`config.mk`:
```
export PLATFORM = sky130hd
export DESIGN_NAME = wb_stage
export DESIGN_NICKNAME = d
export VERILOG_FILES = /design/src/rtl/mips_pkg.sv /design/src/rtl/load_align.sv /design/src/rtl/wb_stage.sv
export SDC_FILE = /design/constraint.sdc
export NUM_CORES = 1
export LEC_CHECK = 0
export CORE_AREA = 2 2 108 110
export CTS_BUF_LIST = sky130_fd_sc_hd__clkbuf_8
export CTS_CLUSTER_SIZE = 16
export DETAILED_ROUTE_END_ITERATION = 6
export DIE_AREA = 0 0 110 112
export PLACE_DENSITY = 0.77
export SYNTH_ARGS = -nofsm -noshare
export SYNTH_HDL_FRONTEND = slang
export SYNTH_SLANG_ARGS = --single-unit
```
`constraint.sdc`:
```
create_clock -name clk -period 5.15 [get_ports clk]
set_clock_uncertainty 0.05 [all_clocks]
set_input_delay 0.515 -clock clk [delete_from_list [all_inputs] [get_ports clk]]
set_output_delay 0.515 -clock clk [all_outputs]
set_load 0.005 [all_outputs]
```
`src/rtl/mips_pkg.sv`:
```
// Shared encodings for the write-back path: load-type codes and the
// hard-wired zero register.
package mips_pkg;

  localparam logic [2:0] LD_LW  = 3'd0;
  localparam logic [2:0] LD_LB  = 3'd1;
  localparam logic [2:0] LD_LBU = 3'd2;
  localparam logic [2:0] LD_LH  = 3'd3;
  localparam logic [2:0] LD_LHU = 3'd4;

  localparam logic [4:0] REG_ZERO = 5'd0;

endpackage

```
`src/rtl/load_align.sv`:
```
// Little-endian load alignment: picks the addressed byte or halfword out of
// the raw memory word and sign- or zero-extends it. Unknown load types pass
// the word through unchanged.
module load_align
  import mips_pkg::*;
(
  input  logic [31:0] rdata,
  input  logic [1:0]  addr_lo,
  input  logic [2:0]  ld_type,
  output logic [31:0] data
);

  logic [7:0]  byte_sel;
  logic [15:0] half_sel;

  // Byte/half extraction; the low address bit is don't-care for halves
  always_comb begin
    byte_sel = rdata[7:0];
    case (addr_lo)
      2'd0: byte_sel = rdata[7:0];
      2'd1: byte_sel = rdata[15:8];
      2'd2: byte_sel = rdata[23:16];
      2'd3: byte_sel = rdata[31:24];
      default: byte_sel = rdata[7:0];
    endcase
    half_sel = addr_lo[1] ? rdata[31:16] : rdata[15:0];
  end

  // Extension according to load type
  always_comb begin
    data = rdata;
    case (ld_type)
      LD_LB:   data = {{24{byte_sel[7]}}, byte_sel};
      LD_LBU:  data = {24'd0, byte_sel};
      LD_LH:   data = {{16{half_sel[15]}}, half_sel};
      LD_LHU:  data = {16'd0, half_sel};
      default: data = rdata;
    endcase
  end

endmodule

```
`src/rtl/wb_stage.sv`:
```
// Write-back stage: registers the register-file write port, choosing between
// the retiring pipeline instruction and late mul/div results. Pipeline writes
// always win; a mul/div result that collides with one is parked in a single
// holding slot and drained on the next cycle without a pipeline write.
module wb_stage
  import mips_pkg::*;
#(
  parameter int DW = 32,
  parameter int AW = 5
) (
  input  logic          clk,
  input  logic          rst,
  input  logic          mem_valid,
  input  logic          mem_wen,
  input  logic [AW-1:0] mem_waddr,
  input  logic          mem_memtoreg,
  input  logic [DW-1:0] mem_alu_res,
  input  logic [DW-1:0] mem_rdata,
  input  logic [2:0]    mem_ld_type,
  input  logic [1:0]    mem_addr_lo,
  input  logic          md_valid,
  output logic          md_ready,
  input  logic [AW-1:0] md_waddr,
  input  logic [DW-1:0] md_wdata,
  output logic          rf_we,
  output logic [AW-1:0] rf_waddr,
  output logic [DW-1:0] rf_wdata,
  output logic          md_pend,
  output logic [AW-1:0] md_pend_waddr
);

  logic [DW-1:0] ld_data;
  logic [DW-1:0] pipe_wdata;
  logic          pipe_wr;
  logic          md_acc;
  logic          md_keep;

  logic          buf_valid;
  logic [AW-1:0] buf_waddr;
  logic [DW-1:0] buf_wdata;

  load_align u_load_align (
    .rdata   (mem_rdata),
    .addr_lo (mem_addr_lo),
    .ld_type (mem_ld_type),
    .data    (ld_data)
  );

  // Pipeline write qualification and mul/div handshake; $0 writes are dropped
  always_comb begin
    pipe_wdata = mem_memtoreg ? ld_data : mem_alu_res;
    pipe_wr    = mem_valid & mem_wen & (mem_waddr != '0);
    md_ready   = ~buf_valid;
    md_acc     = md_valid & md_ready;
    md_keep    = md_acc & (md_waddr != '0);
  end

  // Priority mux into the output register plus holding-buffer bookkeeping
  always_ff @(posedge clk) begin
    if (rst) begin
      rf_we     <= 1'b0;
      rf_waddr  <= '0;
      rf_wdata  <= '0;
      buf_valid <= 1'b0;
      buf_waddr <= '0;
      buf_wdata <= '0;
    end else if (pipe_wr) begin
      rf_we    <= 1'b1;
      rf_waddr <= mem_waddr;
      rf_wdata <= pipe_wdata;
      // md_keep implies the buffer is empty, so it cannot overwrite an entry
      if (md_keep) begin
        buf_valid <= 1'b1;
        buf_waddr <= md_waddr;
        buf_wdata <= md_wdata;
      end
    end else if (buf_valid) begin
      rf_we     <= 1'b1;
      rf_waddr  <= buf_waddr;
      rf_wdata  <= buf_wdata;
      buf_valid <= 1'b0;
      buf_waddr <= '0;
    end else if (md_keep) begin
      rf_we    <= 1'b1;
      rf_waddr <= md_waddr;
      rf_wdata <= md_wdata;
    end else begin
      rf_we <= 1'b0;
    end
  end

  // Hazard-unit view of the holding slot
  always_comb begin
    md_pend       = buf_valid;
    md_pend_waddr = buf_waddr;
  end

endmodule

```
==> results list <==
* Synth Area per Inst: 7.99 µm²
* Slew of the pin with the lowest slew margin: 1270 ps
- CP arrival: ~3500 ps
- Peak fanout along the critical path: 40
- Fraction of power consumed by sequential logic: just over 40%
* Cell area after synthesis: roughly 4600 µm²
- In this run, the combinational gates consume a little over a quarter of the power.
- In this run the clock root is driven by a sky130_fd_sc_hd__clkbuf_8.
- Share of the clock period used by the worst path: between 60 and 70%
- Total routing usage reported by global routing: 26.9%
- Run status: complete, no violations
- Utilization after layout: 57.2%
- Counting tap cells, the placed design contains a total of 829 instances.
- Number of placement rows: 39
- Leading cell type in the layout, fill and taps excluded: sky130_fd_sc_hd__clkdlybuf4s50_1
* Total half-perimeter wirelength after legalization and detailed placement: about 12,000 µm
* Initial antenna violation count: 0
* Routability cong.: 0.918
- The worst pin sits at a relative slew slack of 15.4%.
- Buffer depth of the longest clock path: 2
- Yosys warning total: 0
* Number of sinks handled by clock tree synthesis: 76
- DR iter-0 viols: 475
- In this run the power spent charging and discharging nets is 0.471 mW.
- For the worst setup path, the data required time is 5390 ps.
- Die Span Y: 112 µm
- Final setup vio count: 0
- The worst setup path is captured at a flop.
* Most frequent cells in the layout: sky130_fd_sc_hd__clkdlybuf4s50_1 (160), sky130_fd_sc_hd__nand2_1 (94), sky130_fd_sc_hd__dfxtp_1 (76)
- Based on the critical path, the design can be clocked at up to 0.312 GHz.
- Post-Syn Instances: 574
- TritonCTS buffer count: 9
- Counting distinct cell types in the post-synthesis netlist gives 52.
* DRC violations left: 0
- The worst setup path is of the in2reg kind.
- Initial cell density of the core: 41.1%
- Main synth FF type: sky130_fd_sc_hd__dfxtp_1
- The largest total area in the synthesized netlist belongs to sky130_fd_sc_hd__dfxtp_1.
- Maximum number of pins on one net before global-route repair: 52
- Layout cell share with drive strength beyond 1: under 10%
* Number of vias per cell after detailed routing: ~6.1
- The die covers 12,300 µm².
- Once the clock tree was built, the setup fixing pass inserted 0 buffers.
* Worst supply voltage drop on vdd: 128 µV
- The startpoint identified for the worst register-to-register timing path is md_pend.
* Nature of the critical path startpoint: primary input
* Die width: between 100 and 150 µm
- Design internal power: 1.12 mW
- Path type of the worst min-delay path: reg2reg
- Post-synth ARST share: 0%
- TritonCTS built the clock tree.
- Max-cap violations in this run came to 0.
* Total vias in the final route: between 5,000 and 6,000
- In this run, post-CTS hold repair placed 0 buffers.
- The max-slew violation count was 0.
- Relative to the synthesized area, the layout overhead comes to 39.3%.
- Setup crit start: md_waddr[0]
- Launch point of the worst hold path: buf_wdata[1]
- Switching fraction of total power: 29.7%
- The worst path in the final design needs a cycle of 3200 ps, including I/O delays and setup.
- For the worst-skew pair, the clock arrives at the later sink with an insertion delay of 360 ps.
* Number of input and output port buffers inserted: 161
- First-pass GRT wire length: around 26,000 µm
- Power comes to 1.59 mW.
- Setup repair after global routing left no endpoint under its margin.
- The number of antenna diodes in the final layout is 0.
- Proportion of synthesized chip area in sequential cells: 33.2%
- By area the synthesized netlist is led by sky130_fd_sc_hd__dfxtp_1 (33%), sky130_fd_sc_hd__nand2_1 (7.7%), sky130_fd_sc_hd__a211oi_1 (5.6%).
- After detailed routing, the average wire length per cell comes to approximately 20 µm.
- Number of synthesized register bits: 76
- The number of global-route vias before repair is approximately 4,800.
* Nets: 815
- Total Negative Setup Slacks: 0 ps
* Share of total power in the clock network: 33.1%
- The first TritonRoute pass finished after 5 iterations.
- Leakage Power: 2.16 nW
* Clock input transition at the sequential cells of the worst setup and hold paths: 90 ps
- Htree depth: 3
- The number of nets in the synthesized netlist is 691.
* Count of boundary I/O pins: 162
- The synthesized design devotes to its leading area cell type 33.2% of total area.
- Number of filler instances in the final layout: around 1,000
- In this run, post-CTS repair resized a total of 0 instances.
* Power density over cell area: 248 nW/µm²
- In this run the remaining antenna-violating nets after routing total 0.
- Summed over all layers, the routed wires come to between 15,000 and 20,000 µm.
- After global routing the overflow that remains totals 0.
- The region available for standard cell placement spans between 10,000 and 15,000 µm².
* Hold Violations, Final: 0
- Excluding fillers, the count of instances in the completed layout stands at 846.
- Count of flip-flops with a built-in enable after synthesis: 0
cell usage after synthesis, types with 8 or more instances:
master                     number
sky130_fd_sc_hd__a211oi_1      34
sky130_fd_sc_hd__a21oi_1       42
sky130_fd_sc_hd__a22oi_1        9
sky130_fd_sc_hd__buf_2         12
sky130_fd_sc_hd__clkbuf_1      38
sky130_fd_sc_hd__dfxtp_1       76
sky130_fd_sc_hd__inv_1          9
sky130_fd_sc_hd__mux2i_1        8
sky130_fd_sc_hd__nand2_1       94
sky130_fd_sc_hd__nand2b_1      10
sky130_fd_sc_hd__nor2_1        41
sky130_fd_sc_hd__nor2b_1       18
sky130_fd_sc_hd__nor3_1         9
sky130_fd_sc_hd__o211ai_1      21
sky130_fd_sc_hd__o21ai_0       24
sky130_fd_sc_hd__o221ai_1      16
sky130_fd_sc_hd__o32ai_1        8
sky130_fd_sc_hd__or3_1         19
power by group through the flow:
stage | Combinational (mW) | Sequential [mW] | Clock [mW]
after detailed placement | 0.407 | 0.661 | 0
after CTS | 0.409 | 0.648 | 0.529
after global placement | 0.403 | 0.660 | 0
final | 0.414 | 0.648 | 0.525
after global routing | 0.443 | 0.651 | 0.553
after floorplan | 0.194 | 0.658 | 0
final cells by class:
cell class | instances | area (µm²) | area share [%]
Sequential cell | 76 | 1520 | 23.8
Clock inverter | 7 | 100 | 1.57
Inverter | 9 | 33.8 | 0.529
Multi-Input combinational cell | 432 | 2760 | 43.2
Tap cell | 143 | 179 | 2.80
Clock buffer | 9 | 124 | 1.94
Timing Repair Buffer | 170 | 1670 | 26.2
critical path: stages:
cell and delay, ps:
sky130_fd_sc_hd__clkdlybuf4s50_1 450, sky130_fd_sc_hd__or4_1 530, sky130_fd_sc_hd__o21ai_2 120, sky130_fd_sc_hd__buf_4 390, sky130_fd_sc_hd__or3_1 1030, sky130_fd_sc_hd__nand3_1 170, sky130_fd_sc_hd__a21oi_1 210
sequential cells by signal (all words and copies together), names as in the netlist:
name,cells
md_pend_waddr,5
md_pend,1
rf_we,1
rf_wdata,32
buf_wdata,32
rf_waddr,5
final timing paths:
kind | slack, ps | cells past startpoint | end
setup / recovery | 1950 | 7 | md_pend_waddr[3]
hold / removal | 410 | 2 | buf_wdata[1]
hold reg to reg | 410 | 2 | buf_wdata[1]
setup reg to reg | 2750 | 4 | rf_wdata[7]
cell families (layout without fill, tap and decap cells):
group	count (synthesis)	in the layout	synth area share [%]
AND/OR/NAND/NOR	214	214	22.3
AO/OA/AOI/OAI	196	196	31.0
flip-flops	76	76	33.2
buffers and inverters	66	195	6.79
multiplexers	20	20	6.41
XOR/XNOR	2	2	0.382
through the flow:
step	worst slack [ps]	hold slack [ps]	cell area (µm²)
2_1_floorplan	2990	386	4590
6_report	1950	407	6390
5_1_grt	1740	422	6390
3_5_place_dp	1570	396	6160
3_3_place_gp	1630	391	6160
4_1_cts	1980	408	6390
per-layer routing:
layer	up-vias	GRT usage, %	part of all wire [%]
met5	-	0	0
met4	0	7.17	1.6
met3	24	5.97	9.0
met2	276	41.7	46
met1	2444	37.6	43
li1	2384	-	-
Note: power is estimated with default switching activity, not from simulation.
